--- config.mk ---
export PLATFORM = sky130hd
export DESIGN_NAME = bn_slice_subtractor
export DESIGN_NICKNAME = d
export VERILOG_FILES = /design/src/rtl/bn_slice_subtractor.sv
export SDC_FILE = /design/constraint.sdc
export NUM_CORES = 1
export LEC_CHECK = 0
export ABC_AREA = 0
export CAP_MARGIN = 20
export CORE_AREA = 4 4 80 90
export CTS_CLUSTER_SIZE = 25
export DETAILED_ROUTE_END_ITERATION = 8
export DIE_AREA = 0 0 84 94
export GPL_TIMING_DRIVEN = 0
export PLACE_DENSITY = 0.63
export SYNTH_ARGS = -nofsm -noshare
export SYNTH_HDL_FRONTEND = slang
export SYNTH_SLANG_ARGS = --single-unit
--- constraint.sdc ---
create_clock -name clk -period 3.6 [get_ports clk]
set_input_delay 0.36 -clock clk [delete_from_list [all_inputs] [get_ports clk]]
set_output_delay 0.36 -clock clk [all_outputs]
set_load 0.005 [all_outputs]
--- src/rtl/bn_slice_subtractor.sv ---
// Multi-cycle N-bit subtractor, one 4-bit slice per clock, LSB first.
// Borrow is registered between slices; valid/ready on both sides.
module bn_slice_subtractor #(
  parameter int N = 16
) (
  input  logic         clk,
  input  logic         rst_n,
  input  logic         in_valid,
  output logic         in_ready,
  input  logic [N-1:0] X,
  input  logic [N-1:0] Y,
  input  logic         B_in,
  output logic         out_valid,
  input  logic         out_ready,
  output logic [N-1:0] Z,
  output logic         B_out,
  output logic         overflow
);

  localparam int S  = N / 4;
  localparam int CW = (S > 1) ? $clog2(S) : 1;
  localparam logic [CW-1:0] LAST = CW'(S - 1);

  if ((N % 4) != 0 || N < 8) begin : g_chk
    $error("bn_slice_subtractor: N must be a multiple of 4 and >= 8");
  end

  typedef enum logic [1:0] {
    IDLE = 2'd0,
    BUSY = 2'd1,
    DONE = 2'd2
  } state_t;

  state_t        r_state;
  logic [CW-1:0] r_cnt;
  logic          r_borrow;
  logic [N-1:0]  r_x;
  logic [N-1:0]  r_y;
  logic [N-1:0]  r_z;
  logic          r_bout;
  logic          r_ov;

  logic [CW+1:0] w_sh;
  logic [N-1:0]  w_xsh;
  logic [N-1:0]  w_ysh;
  logic [3:0]    w_xs;
  logic [3:0]    w_ys;
  logic [4:0]    w_sum;
  logic [N-1:0]  w_dpos;
  logic          w_ovf;

  assign w_sh   = {r_cnt, 2'b00};
  assign w_xsh  = r_x >> w_sh;
  assign w_ysh  = r_y >> w_sh;
  assign w_xs   = w_xsh[3:0];
  assign w_ys   = w_ysh[3:0];
  // Subtract as X + ~Y + carry, where carry is the inverted borrow
  assign w_sum  = {1'b0, w_xs} + {1'b0, ~w_ys}
                + {4'b0000, ~r_borrow};
  assign w_dpos = {{(N-4){1'b0}}, w_sum[3:0]} << w_sh;
  assign w_ovf  = (r_x[N-1] != r_y[N-1])
               && (w_sum[3] != r_x[N-1]);

  always_ff @(posedge clk) begin
    if (!rst_n) begin
      r_state  <= IDLE;
      r_cnt    <= '0;
      r_borrow <= 1'b0;
      r_x      <= '0;
      r_y      <= '0;
      r_z      <= '0;
      r_bout   <= 1'b0;
      r_ov     <= 1'b0;
    end else begin
      unique case (r_state)
        IDLE: begin
          if (in_valid) begin
            r_x      <= X;
            r_y      <= Y;
            r_borrow <= B_in;
            r_cnt    <= '0;
            r_z      <= '0;
            r_state  <= BUSY;
          end
        end
        BUSY: begin
          r_z      <= r_z | w_dpos;
          r_borrow <= ~w_sum[4];
          if (r_cnt == LAST) begin
            r_bout  <= ~w_sum[4];
            r_ov    <= w_ovf;
            r_state <= DONE;
          end else begin
            r_cnt <= r_cnt + 1'b1;
          end
        end
        DONE: begin
          if (out_ready) begin
            r_state <= IDLE;
          end
        end
        default: r_state <= IDLE;
      endcase
    end
  end

  assign in_ready  = (r_state == IDLE);
  assign out_valid = (r_state == DONE);
  assign Z         = r_z;
  assign B_out     = r_bout;
  assign overflow  = r_ov;

endmodule

# After elaboration in Yosys (flattened, before gate mapping)
# Cells that the tools add are included.
totals:
  ff_bits: 55
  output_inout_bits: 20
  elab_cells: 46
classes:
  bitwise: 4
  shift: 3
  n_reduce_logical: 8
  add_sub_neg: 3
  n_eq_ne: 9
  muxes: 11
ops:
  columns: ["operator", "n"]
  rows:
  - ["16-bit case mux with 2 select lines", 1]
  - ["16-bit by 4-bit >> shifter with 4-bit output", 2]
  - ["16-bit two-way mux", 1]
  - ["16-bit bitwise OR", 1]
  - ["4-bit by 4-bit << shifter with 16-bit output", 1]
  - ["2-bit two-way mux", 5]
  - ["2-bit != test, second input constant", 3]
  - ["2-bit case mux with 3 select lines", 1]
  - ["2-bit AND reduction", 3]
  - ["3-bit AND reduction", 2]
  - ["4-bit by 4-bit adder with 5-bit output", 1]
  - ["5-bit by 1-bit adder with 5-bit output", 1]
  - ["2-bit == test, second input constant", 2]
  - ["4-bit NOT", 1]
  - ["2-bit case mux with 2 select lines", 1]
  - ["2-bit by 1-bit adder with 2-bit output, second input constant", 1]
  - ["2-bit by 1-bit == test with 1-bit output, second input constant", 1]
  - ["2-bit logical NOT", 1]
  - ["1-bit != test", 2]
  - ["2-bit by 1-bit != test with 1-bit output, second input constant", 1]
  - ["1-bit NOT", 2]
  - ["1-bit case mux with 2 select lines", 1]
  - ["2-bit nonzero test", 1]
  - ["1-bit logical AND", 1]
  - ["1-bit two-way mux", 1]

# Depth between registers and ports, before layout
# Gate-level depths: netlist (run 1).
logic_depth:
  word_depth: 7
  ltp_mapped: 9
  ltp_nobuf: 8

# Worst setup path after synthesis (run 1)
# No wires, ideal clock.
synth_timing:
  path_type: "register to register"
  from: "reg r_cnt[0]"
  to: "reg r_z[14] (netlist: Z[14])"
  stages_incl_launch_ff: 10
  synth_period_minus_slack_ns: 2.812
  path_buffers: 2
  arrival_ns: 2.747
  required_time_ns: 3.535
  setup_ns: 0.065
  slack_ns: 0.788
  path_cell_list: "dfxtp_1 > buf_2 > buf_2 > mux4_2 > fa_1 > fa_1 > and2b_1 > nor3_1 > a32oi_1 > nor2b_1"
synth_via:
  elab_chain_cells: 7
  word_cells_on_any_way: 8
synth_rtl:
  columns: ["element", "line", "rtl"]
  rows:
  - ["start: declaration", "35", "logic [CW-1:0] r_cnt;"]
  - ["start signal: assignment", "94", "r_cnt <= r_cnt + 1'b1;"]
  - ["16-bit by 4-bit >> shifter with 4-bit output", "54", "assign w_ysh = r_y >> w_sh;"]
  - ["4-bit NOT", "58", "assign w_sum = {1'b0, w_xs} + {1'b0, ~w_ys}"]
  - ["4-bit by 4-bit adder with 5-bit output", "58", null]
  - ["5-bit by 1-bit adder with 5-bit output", "59", "+ {4'b0000, ~r_borrow};"]
  - ["4-bit by 4-bit << shifter with 16-bit output *", "60", "assign w_dpos = {{(N-4){1'b0}}, w_sum[3:0]} << w_sh;"]
  - ["16-bit bitwise OR *", "87", "r_z <= r_z | w_dpos;"]
  - ["16-bit case mux with 2 select lines *", "75", "unique case (r_state)"]
  - ["end signal: assignment", "87", null]
  - ["end: declaration", "39", "logic [N-1:0] r_z;"]
# Mark *: on every way between the ends. The rest lies on a longest branch, timed or not.
# A chain may end at the register's enable or synchronous reset.

# Final worst setup path (run 1)
# Same ends and word-level chain as after synthesis.

==> impl_metrics.env, run 1 <==
export IMPL_regToRegSetupSlack_ps=290
export IMPL_max_cap_viol_count=0
export IMPL_synth_common_cells="nand2_1, dfxtp_1, a21boi_0"
export IMPL_finalWirelength_mm=5.68
export IMPL_ys_warn_count=0
export IMPL_clk_pin_slew_ps=100
export IMPL_root_buffer="clkbuf_8"
export IMPL_min_from="rst_n"
export IMPL_p_per_area_nw_per_um2=386
export IMPL_crit_path_max_fanout=10
export IMPL_ys_ff_latch=55
export IMPL_ir_drop_uv=198
export IMPL_slew_viol_final=0
export IMPL_tightest_slew_ps=605
export IMPL_drive_above_1_share_pct=8.18
export IMPL_critPathLaunch="r_cnt[0]"
export IMPL_required_ps=3850
export IMPL_start_kind="register"
export IMPL_die_w_um=84
export IMPL_syn_cell_area_um2=2460
export IMPL_synthMuxAreaShare_pct=7.32
export IMPL_cts_made_buffers=5
export IMPL_crit_reg2reg_launch="r_cnt[0]"
export IMPL_instances_no_fill=412
export IMPL_hold_path_depth=2
export IMPL_final_area_um2=3210
export IMPL_cts_buffer_depth=2
export IMPL_cts_sinks=55
export IMPL_synth_area_leaders="dfxtp_1, nand2_1, a21boi_0"
export IMPL_portBuffers=55
export IMPL_insertedDiodeCount=0
export IMPL_place_gp_congestion=0.785
export IMPL_grt_max_degree=17
export IMPL_endpoint_kind="register"
export IMPL_die_area_um2=7900
export IMPL_pwr_share_seq_pct=53.1
export IMPL_dr_total_vias=1987
export IMPL_dp_hpwl_mm=4.33
export IMPL_relSlewSlack_pct=59.4
export IMPL_rows=31
export IMPL_nNetsFinal=373
export IMPL_via_per_inst=4.82
export IMPL_post_cts_buffers=0
export IMPL_intPower_uw=910
export IMPL_drtIter0Drc=84
export IMPL_final_setup_tns_ps=0
export IMPL_drt_pass1_iterations=4
export IMPL_async_flop_share_pct=0
export IMPL_mappedNetlistNets=311
export IMPL_placed_cell_area_um2=3110
export IMPL_p_total_mw=1.24
export IMPL_period_minus_slack_ps=3310
export IMPL_hold_viol=0
export IMPL_pin_count=57
export IMPL_synth_compound_area_share_pct=17.5
export IMPL_p_clk_share_pct=28.6
export IMPL_period_share_pct=91.9
export IMPL_synth_top_family_by_area="simple AND/OR/NAND/NOR gates"
export IMPL_grt_overflow_total=0
export IMPL_antenna_found_initial=0
export IMPL_yosysSeqAreaShare_pct=44.7
export IMPL_synthSimpleGateAreaFrac_pct=22.3
export IMPL_holdBufCountCts=0
export IMPL_cts_tree="yes"
export IMPL_rsz0062_at_grt="false"
export IMPL_timing_fmax_ghz=0.302
export IMPL_grt_pass1_vias=1813
export IMPL_min_to="Z[8]"
export IMPL_run_status="complete, no violations"
export IMPL_synth_ff_type="dfxtp_1"
export IMPL_synthAdderAreaFrac_pct=3.66
export IMPL_coreArea_um2=6360
export IMPL_grt_pass1_wl_mm=9.10
export IMPL_synthCells=268
export IMPL_dieHeight_um=94
export IMPL_comb_power_share_pct=18.3
export IMPL_wl_per_cell_um=13.8
export IMPL_fillers=625
export IMPL_worstPathArrival_ps=3560
export IMPL_r2r_cells=9
export IMPL_p_leak_nw=1.15
export IMPL_p_sw_share_pct=26.5
export IMPL_placed_cells=405
export IMPL_synth_top_area_share_pct=44.7
export IMPL_hold_ws_ps=429
export IMPL_ant_nets=0
export IMPL_clk_latency_ps=310
export IMPL_synthToLayoutAreaGrowth_pct=30.2
export IMPL_synth_most_common_cell="nand2_1"
export IMPL_syn_mean_instance_area_um2=9.18
export IMPL_initial_core_util_pct=38.7
export IMPL_synth_top_area_cell="dfxtp_1"
export IMPL_switching_power_uw=327
export IMPL_hp_class="primary input to register"
export IMPL_htree_levels=2
export IMPL_drc_errors=0
export IMPL_fin_ws_ps=290
export IMPL_gr_usage_all_layers_pct=14.7
export IMPL_synth_cell_types=33
export IMPL_r2r_end="Z[14]"
export IMPL_cts_resized=0
export IMPL_fin_util_pct=50.4
export IMPL_skew_ps=8.44
export IMPL_place_ws_ps=317
export IMPL_setup_viol=0
export IMPL_synthXorXnorAreaFrac_pct=0
export IMPL_crit_type="register to register"
export IMPL_synth_edf_count=0
[cell families after synthesis]
kind of cell,Yosys count
compound gates,60
fa+ha+maj,6
buf+inv,24
flops,55
mux,8
simple gates,115
[worst max path at each step]
stage          endpoint  slack (ps)
2_1_floorplan     Z[14]         790
6_report          Z[14]         290
3_3_place_gp      Z[14]         280
5_1_grt            Z[6]          60
4_1_cts           Z[14]         270
3_5_place_dp      Z[14]         320
[power groups by stage]
stage	clock network, mW	registers [mW]	logic (mW)
after global routing	0.382	0.661	0.255
after CTS	0.359	0.657	0.231
final	0.353	0.657	0.227
after floorplan	0	0.666	0.138
after global placement	0	0.670	0.228
after detailed placement	0	0.671	0.230
[final cells by class]
class / instances / area, um2 / share of cell area [%]
Sequential cell: 55 / 1100 / 34.3
Clock buffer: 6 / 82.6 / 2.58
Buffer: 18 / 86.3 / 2.69
Multi-Input combinational cell: 189 / 1250 / 39.0
Clock inverter: 1 / 8.76 / 0.273
Tap cell: 82 / 103 / 3.20
Inverter: 6 / 22.5 / 0.703
Timing Repair Buffer: 55 / 551 / 17.2
[per-layer routing]
layer	GRT usage, %	routed length, um	up-vias	share of wire (%)
met2	24.9	2680	48	47
met3	3.51	310	5	5.5
met1	18.7	2630	902	46
met4	4.42	70	0	1.2
met5	0	0	-	0
li1	-	-	1032	-
[worst max-delay path: stages, from the launching register on]
cell	delay, ps
dfxtp_1	340
buf_2	260
buf_2	310
mux4_2	560
fa_1	430
fa_1	400
and2b_1	170
nor3_1	470
a32oi_1	180
nor2b_1	120
[placed cells by master (no fill, tap or decap), types with 2 or more instances in the layout]
cell type,instances
clkdlybuf4s50_1,55
nor3b_1,2
nor3_1,2
nand3_1,7
a21oi_1,2
mux4_2,8
clkbuf_1,8
a21boi_0,32
clkbuf_8,6
nand2b_1,2
o21a_1,2
nand4_1,2
nor2_1,5
nor2b_1,21
nand2_1,67
dfxtp_1,55
buf_2,9
ha_1,4
o21ai_0,7
fa_1,2
a22oi_1,10
inv_1,6
a32oi_1,3
[sequential cells by signal, summed over array words and instances, names as in the netlist]
register and count:
Z 16, r_x 16, r_y 16, r_cnt 2
r_state 2, B_out 1, overflow 1, r_borrow 1
No activity file was read; power rests on OpenSTA's default activity.
==> run 2, diff against run 1 <==
--- a/config.mk
+++ b/config.mk
@@ -8,11 +8,12 @@
 export ABC_AREA = 0
 export CAP_MARGIN = 20
 export CORE_AREA = 4 4 80 90
+export CTS_BUF_LIST = sky130_fd_sc_hd__clkbuf_8
 export CTS_CLUSTER_SIZE = 25
 export DETAILED_ROUTE_END_ITERATION = 8
 export DIE_AREA = 0 0 84 94
-export GPL_TIMING_DRIVEN = 0
 export PLACE_DENSITY = 0.63
+export SLEW_MARGIN = 20
 export SYNTH_ARGS = -nofsm -noshare
 export SYNTH_HDL_FRONTEND = slang
 export SYNTH_SLANG_ARGS = --single-unit
==> run 2 against run 1 <==
Net effect: non-clock buffer count shrank 12; sequential cell count is the same; total power shrank 1.7%; maximum frequency grew 13%; count of clock-buffer cells in the layout shrank 1; via count shrank 1.6%; global-route usage shrank 0.53 points; critical endpoint unchanged.
==> impl_metrics.env, run 2 (synthesis gave the netlist of run 1 again) <==
export IMPL_relSlewSlack_pct=45.8
export IMPL_hold_viol=0
export IMPL_drc_errors=0
export IMPL_grt_overflow_total=0
export IMPL_tightest_slew_ps=814
export IMPL_slew_viol_final=0
export IMPL_dp_hpwl_mm=3.88
export IMPL_worstPathCellList="mux4_2 -> fa_1 -> fa_1 -> and2b_1 -> nor3_1 -> a32oi_1 -> nor2b_1"
export IMPL_endpoint_kind="register"
export IMPL_grt_max_degree=38
export IMPL_hold_path_depth=2
export IMPL_fin_util_pct=49.8
export IMPL_root_buffer="clkbuf_8"
export IMPL_p_leak_nw=1.11
export IMPL_cpPeakStageDelay_ps=610
export IMPL_antenna_found_initial=0
export IMPL_dieHeight_um=94
export IMPL_gr_usage_all_layers_pct=14.2
export IMPL_max_cap_viol_count=0
export IMPL_fillers=645
export IMPL_insertedDiodeCount=0
export IMPL_p_per_area_nw_per_um2=384
export IMPL_finalWirelength_mm=5.35
export IMPL_start_kind="register"
export IMPL_dr_total_vias=1955
export IMPL_drtIter0Drc=93
export IMPL_required_ps=3850
export IMPL_min_to="r_x[14]"
export IMPL_ir_drop_uv=202
export IMPL_final_common_cell="nand2_1"
export IMPL_ant_nets=0
export IMPL_r2r_cells=7
export IMPL_cts_tree="yes"
export IMPL_r2r_end="Z[14]"
export IMPL_rsz0062_at_grt="false"
export IMPL_timing_fmax_ghz=0.342
export IMPL_holdBufCountCts=0
export IMPL_wl_per_cell_um=13.3
export IMPL_cts_made_buffers=5
export IMPL_crit_path_max_fanout=9
export IMPL_hp_class="register to register"
export IMPL_cpMostUsedCell="fa_1"
export IMPL_post_cts_buffers=0
export IMPL_crit_type="register to register"
export IMPL_critical_path_slowest_cell="dfxtp_1"
export IMPL_final_cell_mix="nand2_1, clkdlybuf4s50_1, dfxtp_1"
export IMPL_placed_cells=393
export IMPL_die_w_um=84
export IMPL_crit_reg2reg_launch="r_cnt[0]"
export IMPL_cts_resized=0
export IMPL_setup_viol=0
export IMPL_die_area_um2=7900
export IMPL_clk_pin_slew_ps=100
export IMPL_min_from="r_x[14]"
export IMPL_period_share_pct=81.2
export IMPL_worstPathArrival_ps=3170
export IMPL_portBuffers=56
export IMPL_regToRegSetupSlack_ps=680
export IMPL_nNetsFinal=361
export IMPL_skew_ps=6.60
export IMPL_run_status="complete, no violations"
export IMPL_pin_count=57
export IMPL_drive_above_1_share_pct=7.52
export IMPL_cts_buffer_depth=2
export IMPL_cts_sinks=55
export IMPL_grt_pass1_vias=1901
export IMPL_final_setup_tns_ps=0
export IMPL_period_minus_slack_ps=2920
export IMPL_coreArea_um2=6360
export IMPL_via_per_inst=4.88
export IMPL_initial_core_util_pct=38.7
export IMPL_grt_pass1_wl_mm=9.14
export IMPL_place_gp_congestion=0.827
export IMPL_p_total_mw=1.22
export IMPL_drt_pass1_iterations=4
export IMPL_htree_levels=2
export IMPL_instances_no_fill=401
export IMPL_clk_latency_ps=310
export IMPL_rows=31
export IMPL_synthToLayoutAreaGrowth_pct=28.8
run 2: changes by cell type in the layout (fill, tap and decap cells not counted):
cell	change
buf_2	-9
clkbuf_1	-8
buf_4	+5
clkinvlp_4	+2
buf_6	-1
clkbuf_8	-1
clkdlybuf4s50_1	+1
clkinv_2	+1
inv_6	-1
nor3b_2	-1
nor3b_4	+1
or3b_1	-1
or3b_2	+1
run 2: cell type report:
class | instances | area [um2] | share of cell area [%]
Multi-Input combinational cell | 189 | 1260 | 39.7
Inverter | 6 | 22.5 | 0.710
Timing Repair Buffer | 61 | 598 | 18.9
Tap cell | 82 | 103 | 3.24
Clock buffer | 5 | 68.8 | 2.17
Sequential cell | 55 | 1100 | 34.7
Clock inverter | 3 | 20.0 | 0.631
run 2: worst max path at each step:
stage                     cells past startpoint  slack, ps  startpoint    end
final                                         7        680    r_cnt[0]  Z[14]
after CTS                                     7        640    r_cnt[0]  Z[14]
after floorplan                               9        790    r_cnt[0]  Z[14]
after detailed placement                      7        660    r_cnt[0]  Z[14]
after global placement                        7        730    r_cnt[0]  Z[14]
after global routing                          7        430    r_cnt[0]  Z[10]
run 2: where the power goes:
part	internal (mW)	switching [mW]
registers	0.639	0.0219
logic	0.114	0.104
clock network	0.136	0.202
run 2: per-layer routing:
layer | part of all wire [%] | track usage (%) | vias to the layer above | routed length, um
met5 | 0 | 0 | - | 0
li1 | - | - | 1015 | -
met1 | 48 | 18.9 | 871 | 2560
met4 | 2.2 | 5.09 | 0 | 118
met2 | 44 | 22.7 | 59 | 2380
met3 | 5.4 | 3.16 | 10 | 288
run 2: metrics by stage:
stage,worst slack [ps],hold WS (ps),instance area (um2)
after floorplan,788,432,2460
after global placement,727,452,3080
after detailed placement,662,456,3080
after CTS,645,471,3170
after global routing,431,482,3170
final,678,466,3170
run 2: worst max-delay path: cells and delay by family, from the launching register on:
kind / cells / cell delay, ps
compound gates: 1 / 160
fa+ha+maj: 2 / 850
flops: 1 / 610
mux: 1 / 580
simple gates: 3 / 660
==> run 3, diff against run 2 <==
--- a/config.mk
+++ b/config.mk
@@ -12,7 +12,7 @@
 export CTS_CLUSTER_SIZE = 25
 export DETAILED_ROUTE_END_ITERATION = 8
 export DIE_AREA = 0 0 84 94
-export PLACE_DENSITY = 0.63
+export PLACE_DENSITY = 0.65
 export SLEW_MARGIN = 20
 export SYNTH_ARGS = -nofsm -noshare
 export SYNTH_HDL_FRONTEND = slang
==> constraint.sdc (replaced) <==
create_clock -name clk -period 2.5 [get_ports clk]
set_input_delay 0.25 -clock clk [delete_from_list [all_inputs] [get_ports clk]]
set_output_delay 0.25 -clock clk [all_outputs]
set_load 0.005 [all_outputs]
==> run 3 against run 2 <==
Net effect: sequential power grew 43%; worst setup slack worse by 610 ps; worst hold slack worse by 2.1 ps; sequential cell count unchanged; maximum frequency is 20% higher; utilization increased by 1.1 points; sequential share of layout area is 0.70 points lower; via count is 1.4% higher; total power grew 44%; clock power increased by 39%; critical path type unchanged; largest cell class unchanged.
==> impl_metrics.env, run 3 (synthesis gave the netlist of run 1 again) <==
export IMPL_nNetsFinal=363
export IMPL_period_share_pct=97.1
export IMPL_via_per_inst=4.92
export IMPL_p_leak_nw=1.14
export IMPL_coreArea_um2=6360
export IMPL_htree_levels=2
export IMPL_finalWirelength_mm=5.29
export IMPL_hold_viol=0
export IMPL_crit_type="register to register"
export IMPL_clk_latency_ps=300
export IMPL_drive_above_1_share_pct=9.35
export IMPL_rsz0062_at_grt="true"
export IMPL_die_w_um=84
export IMPL_fin_util_pct=50.9
export IMPL_initial_core_util_pct=38.7
export IMPL_drt_pass1_iterations=4
export IMPL_final_cell_mix="nand2_1, clkdlybuf4s50_1, dfxtp_1"
export IMPL_grt_overflow_total=0
export IMPL_clk_pin_slew_ps=100
export IMPL_max_cap_viol_count=0
export IMPL_cts_tree="yes"
export IMPL_grt_pass1_vias=1855
export IMPL_cts_made_buffers=5
export IMPL_tightest_slew_ps=720
export IMPL_endpoint_kind="register"
export IMPL_dieHeight_um=94
export IMPL_ant_nets=0
export IMPL_drtIter0Drc=117
export IMPL_crit_path_max_fanout=6
export IMPL_dp_hpwl_mm=3.86
export IMPL_final_common_cell="nand2_1"
export IMPL_worstPathArrival_ps=2640
export IMPL_hold_ws_ps=464
export IMPL_place_gp_congestion=0.804
export IMPL_drc_errors=0
export IMPL_pin_count=57
export IMPL_wl_per_cell_um=13.1
export IMPL_start_kind="register"
export IMPL_post_cts_buffers=0
export IMPL_portBuffers=56
export IMPL_synthToLayoutAreaGrowth_pct=31.6
export IMPL_ir_drop_uv=341
export IMPL_relSlewSlack_pct=52.0
export IMPL_dr_total_vias=1982
export IMPL_antenna_found_initial=0
export IMPL_insertedDiodeCount=0
export IMPL_grt_max_degree=60
export IMPL_hp_class="register to register"
export IMPL_run_status="complete, no violations"
export IMPL_period_minus_slack_ps=2430
export IMPL_timing_fmax_ghz=0.412
export IMPL_slew_viol_final=0
export IMPL_setup_viol=0
export IMPL_gr_usage_all_layers_pct=13.5
export IMPL_required_ps=2710
export IMPL_rows=31
export IMPL_p_per_area_nw_per_um2=542
export IMPL_root_buffer="clkbuf_8"
export IMPL_die_area_um2=7900
export IMPL_cts_sinks=55
export IMPL_skew_ps=7.51
export IMPL_grt_pass1_wl_mm=8.70
export IMPL_cts_buffer_depth=2
## run 3: cell types whose count changed in the layout (fill, tap and decap cells not counted), sizes merged
| cell | change |
|---|---|
| buf | +2 |
| clkinvlp | -1 |
| inv | +1 |
## run 3: layout make-up
type / count / area [um2]
fillers: 635 / 3120
multi-input cells: 189 / 1290
flip-flops and latches: 55 / 1100
repair buffers: 63 / 638
well taps: 82 / 103
clock buffers: 5 / 68.8
inverters: 6 / 22.5
clock inverters: 3 / 16.3
## run 3: routing by layer
layer	share of wire [%]	vias to the layer above	track usage, %
met5	0	-	0
li1	-	1021	-
met4	1.1	0	3.62
met3	5.4	6	3.25
met1	46	902	17.3
met2	47	53	22.7
## run 3: final timing paths
path	to	slack [ps]	startpoint	depth (start not counted)
setup reg to reg	r_borrow	70	r_cnt[0]	8
hold reg to reg	r_y[11]	460	r_y[11]	2
hold / removal	r_y[11]	460	r_y[11]	2
setup / recovery	r_borrow	70	r_cnt[0]	8
## run 3: worst max-delay path, stage by stage (launching register included)
cell	delay, ps
dfxtp_2	360
buf_12	130
mux4_2	510
fa_2	370
fa_2	360
nor2b_2	190
o21ai_1	100
nor3b_1	140
o21a_1	180
## run 3: stage by stage
step	setup slack, ps	std cells	area, um2	TNS (ps)	power, mW
after floorplan	28.9	268	2480	0	1.17
after global routing	-35.2	403	3240	-65.0	1.85
after CTS	-24.0	403	3220	-24.0	1.77
final	72.4	403	3240	0	1.76
after detailed placement	2.51	395	3130	0	1.30
after global placement	84.0	395	3130	0	1.30
## run 3: where the power goes
group | total [mW] | internal, mW | switching [mW]
Clock | 0.469 | 0.192 | 0.277
Combinational | 0.339 | 0.181 | 0.158
Sequential | 0.948 | 0.920 | 0.0282
## run 3: timing repair
action / in CTS / in global routing
cloned: 0 / 0
resized for setup: 0 / 4
endpoints found under the setup margin: 1 / 7
hold buffers: 0 / 0
